==> src/rtl/mdr_mem_ctrl.sv <==
// MAR/MDR capture stage with a read/write handshake FSM toward external memory.
// Optional wait-state timeout compiled in with `define MDR_MEM_TIMEOUT_EN.
module mdr_mem_ctrl #(
  parameter int DATA_WIDTH     = 32,
  parameter int ADDR_WIDTH     = 9,
  parameter int TIMEOUT_CYCLES = 16
) (
  input  logic                  clock,
  input  logic                  clear,
  input  logic [DATA_WIDTH-1:0] bus_in,
  input  logic                  mar_load,
  input  logic                  mdr_load,
  input  logic                  rd_req,
  input  logic                  wr_req,
  input  logic                  err_clr,
  output logic [DATA_WIDTH-1:0] mdr_out,
  output logic [ADDR_WIDTH-1:0] mar_out,
  output logic [ADDR_WIDTH-1:0] mem_addr,
  output logic [DATA_WIDTH-1:0] mem_wdata,
  output logic                  mem_rd,
  output logic                  mem_wr,
  input  logic [DATA_WIDTH-1:0] mem_rdata,
  input  logic                  mem_ready,
  output logic                  busy,
  output logic                  done,
  output logic                  err
);

  typedef enum logic [1:0] {IDLE, RD_WAIT, WR_WAIT} state_t;

  state_t                state_q;
  logic [ADDR_WIDTH-1:0] mar_q;
  logic [DATA_WIDTH-1:0] mdr_q;
  logic                  mem_rd_q;
  logic                  mem_wr_q;
  logic                  busy_q;
  logic                  done_q;
  logic                  expire_d;

`ifdef MDR_MEM_TIMEOUT_EN
  localparam logic [7:0] TMO_LAST = 8'(TIMEOUT_CYCLES - 1);

  logic [7:0] wait_cnt_q;
  logic       err_q;

  // Counter is zero in the first strobe cycle, so TMO_LAST marks the final allowed one.
  assign expire_d = !mem_ready && (wait_cnt_q == TMO_LAST);

  always_ff @(posedge clock or posedge clear) begin
    if (clear) begin
      wait_cnt_q <= '0;
      err_q      <= 1'b0;
    end else begin
      wait_cnt_q <= (state_q == IDLE) ? 8'd0 : wait_cnt_q + 8'd1;
      if (state_q != IDLE && expire_d)
        err_q <= 1'b1;
      else if (err_clr)
        err_q <= 1'b0;
    end
  end

  assign err = err_q;
`else
  logic       unused_err_clr;
  logic [7:0] unused_tmo;

  assign unused_err_clr = err_clr;
  assign unused_tmo     = 8'(TIMEOUT_CYCLES);
  assign expire_d       = 1'b0;
  assign err            = 1'b0;
`endif

  always_ff @(posedge clock or posedge clear) begin
    if (clear) begin
      state_q  <= IDLE;
      mar_q    <= '0;
      mdr_q    <= '0;
      mem_rd_q <= 1'b0;
      mem_wr_q <= 1'b0;
      busy_q   <= 1'b0;
      done_q   <= 1'b0;
    end else begin
      done_q <= 1'b0;
      case (state_q)
        IDLE: begin
          if (mar_load) mar_q <= bus_in[ADDR_WIDTH-1:0];
          if (mdr_load) mdr_q <= bus_in;
          if (rd_req) begin
            state_q  <= RD_WAIT;
            mem_rd_q <= 1'b1;
            busy_q   <= 1'b1;
          end else if (wr_req) begin
            state_q  <= WR_WAIT;
            mem_wr_q <= 1'b1;
            busy_q   <= 1'b1;
          end
        end
        RD_WAIT: begin
          if (mem_ready || expire_d) begin
            if (mem_ready) mdr_q <= mem_rdata;
            state_q  <= IDLE;
            mem_rd_q <= 1'b0;
            busy_q   <= 1'b0;
            done_q   <= 1'b1;
          end
        end
        WR_WAIT: begin
          if (mem_ready || expire_d) begin
            state_q  <= IDLE;
            mem_wr_q <= 1'b0;
            busy_q   <= 1'b0;
            done_q   <= 1'b1;
          end
        end
        default: state_q <= IDLE;
      endcase
    end
  end

  assign mdr_out   = mdr_q;
  assign mar_out   = mar_q;
  assign mem_addr  = mar_q;
  assign mem_wdata = mdr_q;
  assign mem_rd    = mem_rd_q;
  assign mem_wr    = mem_wr_q;
  assign busy      = busy_q;
  assign done      = done_q;

endmodule

==> config.mk <==
export PLATFORM = sky130hd
export DESIGN_NAME = mdr_mem_ctrl
export DESIGN_NICKNAME = d
export VERILOG_FILES = /design/src/rtl/mdr_mem_ctrl.sv
export SDC_FILE = /design/constraint.sdc
export NUM_CORES = 1
export LEC_CHECK = 0
export ABC_AREA = 1
export CORE_UTILIZATION = 39
export DETAILED_ROUTE_END_ITERATION = 10
export PLACE_DENSITY = 0.82
export SETUP_SLACK_MARGIN = 0.2
export SYNTH_ARGS = -nofsm -noshare
export SYNTH_HDL_FRONTEND = slang
export SYNTH_SLANG_ARGS = --single-unit
export TNS_END_PERCENT = 100
==> constraint.sdc <==
create_clock -name clock -period 1.7 [get_ports clock]
set_input_delay 0.17 -clock clock [delete_from_list [all_inputs] [get_ports clock]]
set_output_delay 0.17 -clock clock [all_outputs]
set_load 0.02 [all_outputs]
==> impl_metrics.toml, run 1 <==
[cts]
cts_buffer_depth = 2
htreeDepth = 2
clk_pin_slew_worst_paths_ps = 80
ctsRootBufferMaster = "clkbuf_8"
cts_buffers = 5
cts_sinks = 47
insertion_delay_ps = 290
cts_tree = "built"

[synth]
yosysTopAreaCell = "dfrtp_1"
synth_area_sq_um = 2810
synth_compound_area_share_pct = 1.20
muxShareOfSynthArea_pct = 0
synth.distinct_cells = 19
synthCells = 379
synth_warnings = 0
avgSynthCellArea_sq_um = 7.42
synth_xor_xnor_area_share_pct = 0
ys_seq_area_share_pct = 41.8
yosys.area_share.simple_pct = 36.2
synth_top_area_share_pct = 41.8
ys_seq_elements = 47
synthTopCellsByArea = "dfrtp_1 42%, nand2_1 27%, buf_4 11%, nand3_1 7.8%, buf_6 4.0%"
syn_nets = 456
synthAdderAreaFrac_pct = 2.23
synth_top_family_by_area = "simple AND/OR/NAND/NOR gates"

[placement]
gp_congestion = 0.842
post-dp-hpwl_mm = 5.74
pre_cts_slack_ps = -136
io_buffers = 156

[floorplan]
io_pins = 159
die_x_um = 86.9
fp.dieArea_sq_um = 7550
start_util_pct = 40.9
core_area_sq_um = 6870
die_h_um = 86.9
fp-row-count = 30

[worst_setup_path]
critPathMaxStageDelay_ps = 610
cp_max_fo = 3
critPathTopFamily = "buffers and inverters"
path_buf_inv = 1
crit_slowest_cell = "clkdlybuf4s50_1"
reg2reg_slack_ps = 280
worstPathArrival_ps = 1290
cp-start-kind = "register"
crit_path_end_kind = "primary output"
path_cells = "clkdlybuf4s50_1"
worstSetupPathType = "reg2out"
worstPathRequired_ps = 1530

[sta]
finalMaxSlewViolations = 0
timing.fmax_mhz = 685
setup_viol = 0
rsz0062_at_grt = "no"
skew_ps = 4.64
post-route-period-util_pct = 85.9
final.min_clock_period_ps = 1460
fin_ws_ps = 240
whs_ps = 181
hold_viol = 0

[pwr]
totalPowerFinal_uw = 8640
leakage_uw = 0.00290
ir_drop_mv = 0.833
powerDensity_nw_per_um2 = 1920

[worst_hold_path]
hold_class = "in2async"

[global_routing]
grt_pass1_vias = 2589
overflow = 0
antenna_found_initial = 0
grt_pass1_wl_mm = 12.4
grt_max_degree = 30
grt_usage_pct = 21.3

[detailed_routing]
avgViaCountPerCell = 4.73
drt_wl_total_mm = 8.39
drcViolationCount = 0
ant_nets = 0
drt_iter0_drc = 140
via_count = 2804
firstDrtPassIters = 4
wire_per_inst_um = 14.2

[cells_and_area]
nets = 573
drive_gt1_share_pct = 7.24
diodes = 0
area_growth_syn_to_layout_pct = 60.2

[flow_run]
drv_cap = 0

[run_status]
status = "complete, no violations"
## cell type report
type / instances / area [sq um]
clock buffer: 8 / 100
sequential: 47 / 1180
fill: 589 / 2360
multi-input combinational: 263 / 1220
timing repair buffer: 168 / 1840
inverter: 11 / 46.3
tap: 96 / 120
## power by group
part | internal, uW | switching, uW
sequential | 1650 | 401
clock | 372 | 358
combinational | 2480 | 3380
## metrics by stage
stage          TNS (ps)  util (%)  area (sq um)  std cells
3_5_place_dp      -3490      60.2          4130        580
2_1_floorplan         0         -          2810        379
6_report              0      65.6          4500        593
4_1_cts               0      62.9          4320        591
3_3_place_gp      -1020      60.2          4130        580
5_1_grt               0      65.6          4500        593
## kinds of logic (layout without fill, tap and decap cells)
family / Yosys count / in the layout
AO/OA/AOI/OAI: 4 / 4
AND/OR/NAND/NOR: 250 / 253
flip-flops: 47 / 47
other: 1 / 1
buffers and inverters: 72 / 187
adder cells (fa/ha/maj): 5 / 5
## sequential cells by signal, indices dropped and copies added, names as in the netlist
signal   cells
busy         1
done         1
mar_out      9
mdr_out     32
state_q      2
mem_wr       1
mem_rd       1
## routing by layer
metal  up-vias  wire (um)  track usage [%]
met3         6        474             3.79
met2        98       4410             39.5
met1      1328       3420             25.3
li1       1372          -                -
met5         -          0                0
met4         0         84             5.61
## timing repair
item / in CTS / in global routing
hold buffers: 0 / 0
endpoints found under the setup margin: 37 / 107
setup buffers: 0 / 2
gates cloned: 3 / 0
resized for setup: 16 / 66
## placed cells by master (no fill, tap or decap), drive strengths merged
| cell type | n |
|---|---|
| a21oi | 2 |
| buf | 12 |
| clkbuf | 8 |
| clkdlybuf4s50 | 91 |
| conb | 1 |
| dfrtp | 47 |
| dlygate4sd2 | 4 |
| dlymetal6s2s | 61 |
| ha | 5 |
| inv | 11 |
| nand2 | 201 |
| nand3 | 48 |
| nand3b | 1 |
| nand4 | 1 |
| nor2 | 2 |
| o211ai | 1 |
| o21ai | 1 |
## synth_stat cells, drive strengths merged
cell and instances:
conb 1, nand3b 1, a21oi 2, nand3 45
nor2 2, nand2 201, buf 61, nand4 1
o211ai 1, inv 11, dfrtp 47, ha 5
o21ai 1
## path summary, 6_finish.rpt
kind | to | from | depth (start not counted)
min in group clock | mar_out[6] | bus_in[6] | 3
hold reg to reg | mem_wr | mem_wr | 2
setup / recovery | mdr_out[26] | mdr_out[26] | 1
max in group asynchronous | state_q[0] | clear | 3
setup reg to reg | mdr_out[15] | state_q[1] | 8
hold / removal | mdr_out[11] | clear | 2
(Power assumes the default switching activity.)
==> run 2: changes to the inputs <==
--- a/config.mk
+++ b/config.mk
@@ -9,6 +9,7 @@
 export CORE_UTILIZATION = 39
 export DETAILED_ROUTE_END_ITERATION = 10
 export PLACE_DENSITY = 0.82
+export RECOVER_POWER = 25
 export SETUP_SLACK_MARGIN = 0.2
 export SYNTH_ARGS = -nofsm -noshare
 export SYNTH_HDL_FRONTEND = slang
==> run 2 against run 1 <==
  * Clock power is essentially flat
  * Critical endpoint is now mdr_out[14]
  * Critical path depth did not move
  * Sequential share of layout area is 0.073 points higher
  * Register-to-register slack about the same
  * Clock-buffer cell count unchanged
  * Largest cell class unchanged
  * Clock skew barely moved
==> impl_metrics.toml, run 2 (synthesis gave the netlist of run 1 again) <==
[run_status]
status = "complete, no violations"

[worst_setup_path]
path_buf_inv = 1
worstPathRequired_ps = 1530
critPathMaxStageDelay_ps = 620
crit_path_end_kind = "primary output"
cp-start-kind = "register"
worstSetupPathType = "reg2out"
worst-path-stages = 1
cp_max_fo = 3
critPathTopFamily = "buffers and inverters"
reg2reg_depth = 8
worstPathArrival_ps = 1290
crit_slowest_cell = "clkdlybuf4s50_1"
path_cells = "clkdlybuf4s50_1"

[sta]
timing.fmax_mhz = 684
setup_viol = 0
hold_viol = 0
skew_ps = 4.73
finalMaxSlewViolations = 0
post-route-period-util_pct = 85.9
fin_ws_ps = 239
tightestPinTransition_ps = 700
final.min_clock_period_ps = 1460
max_slew_margin_pct = 53.3
rsz0062_at_grt = "no"

[placement]
dpl_cell_area_sq_um = 4130
gp_congestion = 0.842
place_inst = 580
io_buffers = 156
post-dp-hpwl_mm = 5.74
pre_cts_slack_ps = -136

[cells_and_area]
post-route-util_pct = 65.4
final_common_cell = "nand2_1"
most-common-layout-cells = "197 x nand2_1, 90 x clkdlybuf4s50_1, 61 x dlymetal6s2s_1, 46 x dfrtp_1, 44 x nand3_1"
nets = 573
design_area_sq_um = 4490
finalNonFillerCells = 593
largest_register_ffs = 32
area_growth_syn_to_layout_pct = 59.8
drive_gt1_share_pct = 7.04
num-fill-cells = 591
diodes = 0

[cts]
cts_tree = "built"
insertion_delay_ps = 300
cts_buffers = 5
clk_pin_slew_worst_paths_ps = 80
ctsRootBufferMaster = "clkbuf_8"
cts_sinks = 47
htreeDepth = 2
cts_hold_buf = 0
cts_buffer_depth = 2

[detailed_routing]
via_count = 2822
drt_wl_total_mm = 8.41
avgViaCountPerCell = 4.76
drcViolationCount = 0
ant_nets = 0
drt_iter0_drc = 156
wire_per_inst_um = 14.2
firstDrtPassIters = 4

[floorplan]
fp.dieArea_sq_um = 7550
start_util_pct = 40.9
die_x_um = 86.9
die_h_um = 86.9
core_area_sq_um = 6870
io_pins = 159
fp-row-count = 30

[pwr]
powerDensity_nw_per_um2 = 1920
combinationalPowerShare_pct = 67.8
p_int_uw = 4490
p_seq_share_pct = 23.7
ir_drop_mv = 0.839
clockPowerShare_pct = 8.5
p_sw_share_pct = 48.0
leakage_uw = 0.00290
switchingPower_uw = 4140
totalPowerFinal_uw = 8640

[global_routing]
antenna_found_initial = 0
grt_pass1_wl_mm = 12.4
grt_pass1_vias = 2589
overflow = 0
grt_usage_pct = 21.3
grt_max_degree = 30

[worst_hold_path]
hold_class = "in2async"

[flow_run]
drv_cap = 0
-- run 2: changes by cell type in the layout (fill, tap and decap cells not counted) --
| cell | delta |
|---|---|
| clkbuf_4 | +1 |
| inv_1 | +1 |
| clkdlybuf4s50_1 | -1 |
| dlygate4sd3_1 | +1 |
| buf_12 | -1 |
| inv_2 | -1 |
-- run 2: per-layer routing --
metal	up-vias	track usage [%]	wire length [um]
met4	0	5.61	84
met2	128	39.5	4390
met3	6	3.79	559
met5	-	0	0
li1	1371	-	-
met1	1317	25.3	3380
-- run 2: power groups by stage --
stage                     registers [uW]  clock network [uW]  logic (uW)
after CTS                           2070                 757        5930
final                               2050                 733        5860
after detailed placement            2070                   0        5650
after floorplan                     2600                   0        3300
after global routing                2120                 813        6320
after global placement              2060                   0        5540
-- run 2: through the flow --
step | hold slack (ps) | TNS [ps]
global route | 455 | 0
finish | 415 | 0
floorplan | 292 | 0
CTS | 183 | 0
detailed placement | 470 | -3490
global placement | 463 | -1020
-- run 2: timing repair --
action,CTS,global route
buffers inserted,0,2
endpoints found under the setup margin,37,107
gates resized for setup,16,66
hold endpoints to repair,0,0
cloned,3,0
-- run 2: final cells by class --
class / instances / area (sq um) / area share [%]
Timing Repair Buffer: 168 / 1830 / 40.7
Sequential cell: 47 / 1180 / 26.2
Inverter: 11 / 46.3 / 1.03
Multi-Input combinational cell: 263 / 1220 / 27.2
Clock buffer: 8 / 100 / 2.23
Tap cell: 96 / 120 / 2.67
-- run 2: worst paths after layout --
path,from,to,slack [ps]
worst max-delay path,mdr_out[14],mdr_out[14],240
worst min-delay path,clear,mdr_out[11],410
worst max register to register,state_q[1],mdr_out[15],280
worst min register to register,mem_wr,mem_wr,480
max in group asynchronous,clear,state_q[0],340
min in group clock,bus_in[6],mar_out[6],460
==> run 3: changes to the inputs <==
--- a/config.mk
+++ b/config.mk
@@ -6,9 +6,11 @@
 export NUM_CORES = 1
 export LEC_CHECK = 0
 export ABC_AREA = 1
-export CORE_UTILIZATION = 39
+export CELL_PAD_IN_SITES_DETAIL_PLACEMENT = 1
+export CELL_PAD_IN_SITES_GLOBAL_PLACEMENT = 1
+export CORE_UTILIZATION = 26
 export DETAILED_ROUTE_END_ITERATION = 10
-export PLACE_DENSITY = 0.82
+export PLACE_DENSITY_LB_ADDON = 0.1
 export RECOVER_POWER = 25
 export SETUP_SLACK_MARGIN = 0.2
 export SYNTH_ARGS = -nofsm -noshare
==> run 3 against run 2 <==
  * Fmax about the same
  * Worst hold slack improved by 56 ps
  * Highest routed layer unchanged
  * Total power shrank 1.8%
  * Critical path type unchanged
  * Sequential power barely moved
==> impl_metrics.toml, run 3 (synthesis gave the netlist of run 1 again) <==
[worst_setup_path]
worstPathArrival_ps = 1290
cp-start-kind = "register"
cp_max_fo = 3
critPathMaxStageDelay_ps = 610
critPathTopFamily = "buffers and inverters"
worstPathRequired_ps = 1530
crit_slowest_cell = "clkdlybuf4s50_1"
worstSetupPathType = "reg2out"
crit_path_end_kind = "primary output"
path_buf_inv = 1
path_cells = "clkdlybuf4s50_1"
timing.rr.start = "state_q[1]"
crit_start = "mar_out[2]"

[cells_and_area]
diodes = 0
final_common_cell = "nand2_1"
drive_gt1_share_pct = 6.67
post-route-util_pct = 42.8
area_growth_syn_to_layout_pct = 58.7
most-common-layout-cells = "198 x nand2_1, 89 x clkdlybuf4s50_1, 53 x dlymetal6s2s_1, 46 x dfrtp_1, 44 x nand3_1"
num-fill-cells = 1255
design_area_sq_um = 4460
nets = 571
largest_register_ffs = 32

[sta]
finalMaxSlewViolations = 0
setup_viol = 0
fin_ws_ps = 239
skew_ps = 3.49
tightestPinTransition_ps = 1120
max_slew_margin_pct = 25.1
hold_viol = 0
timing.fmax_mhz = 685
rsz0062_at_grt = "yes"
fin_tns_setup_ps = 0
final.min_clock_period_ps = 1460
post-route-period-util_pct = 85.9

[cts]
cts_tree = "built"
clk_pin_slew_worst_paths_ps = 90
cts_sinks = 47
ctsRootBufferMaster = "clkbuf_8"
cts_hold_buf = 0
htreeDepth = 2
insertion_delay_ps = 290
cts_buffer_depth = 2
cts_buffers = 5

[detailed_routing]
firstDrtPassIters = 4
drt_iter0_drc = 88
wire_per_inst_um = 14.0
avgViaCountPerCell = 4.35
via_count = 2746
drcViolationCount = 0
drt_wl_total_mm = 8.83
ant_nets = 0

[global_routing]
grt_usage_pct = 16.1
grt_pass1_wl_mm = 14.3
gr-usage-met3_pct = 3.37
grt-busiest-layer = "met2"
grt_pass1_vias = 2840
grt_max_degree = 48
grt_use_met1_pct = 20.2
overflow = 0
antenna_found_initial = 0
use_met2_pct = 28.3

[placement]
post-dp-hpwl_mm = 6.51
gp_congestion = 0.733
io_buffers = 156
pre_cts_slack_ps = 106
dpl_cell_area_sq_um = 4210

[pwr]
powerDensity_nw_per_um2 = 1900
leakage_uw = 0.00280
ir_drop_mv = 0.708

[floorplan]
die_h_um = 106
die_x_um = 106
io_pins = 159
core_area_sq_um = 10400
start_util_pct = 27.0
fp.dieArea_sq_um = 11200
fp-row-count = 37

[worst_hold_path]
hold_path.startpoint = "bus_in[1]"
hold_class = "in2reg"

[flow_run]
drv_cap = 0

[run_status]
status = "complete, no violations"
run 3: cell count changes in the layout (fill, tap and decap cells not counted), moves of 2 or more:
cell	previous run	this run
dlygate4sd2_1	4	14
dlymetal6s2s_1	61	53
nand3_4	4	1
buf_4	8	6
buf_6	1	3
run 3: layout make-up:
class | count | area [sq um] | area share (%)
Sequential cell | 47 | 1180 | 26.4
Inverter | 11 | 46.3 | 1.04
Clock buffer | 8 | 100 | 2.24
Multi-Input combinational cell | 260 | 1150 | 25.7
Tap cell | 136 | 170 | 3.81
Timing Repair Buffer | 169 | 1820 | 40.8
run 3: timing repair:
item | in CTS | in global routing
pin swaps | 0 | 0
setup endpoints to repair | 47 | 100
setup buffers | 0 | 1
endpoints found under the hold margin | 0 | 0
gates resized for setup | 18 | 61
run 3: path summary, 6_finish.rpt:
kind / depth (start not counted) / slack [ps] / end
worst max-delay path: 1 / 240 / mem_addr[2]
worst min-delay path: 3 / 470 / mar_out[1]
worst max register to register: 8 / 310 / mdr_out[24]
worst min register to register: 2 / 490 / mem_wr
max in group asynchronous: 3 / 400 / state_q[0]
min in group asynchronous: 3 / 560 / mdr_out[28]
run 3: stage by stage:
stage	power [uW]	std cells	hold WS, ps
6_report	8480	631	471
5_1_grt	9170	631	489
4_1_cts	8690	630	248
3_5_place_dp	7970	622	474
3_3_place_gp	7870	622	468
2_1_floorplan	5900	379	292
run 3: power by group:
part / internal, uW / total (uW) / switching (uW)
clock network: 373 / 761 / 388
logic: 2450 / 5680 / 3230
registers: 1650 / 2040 / 392
run 3: per-layer routing:
layer	routed length [um]	vias up
li1	-	1353
met4	42	0
met1	4010	1296
met2	4250	95
met5	0	-
met3	525	2
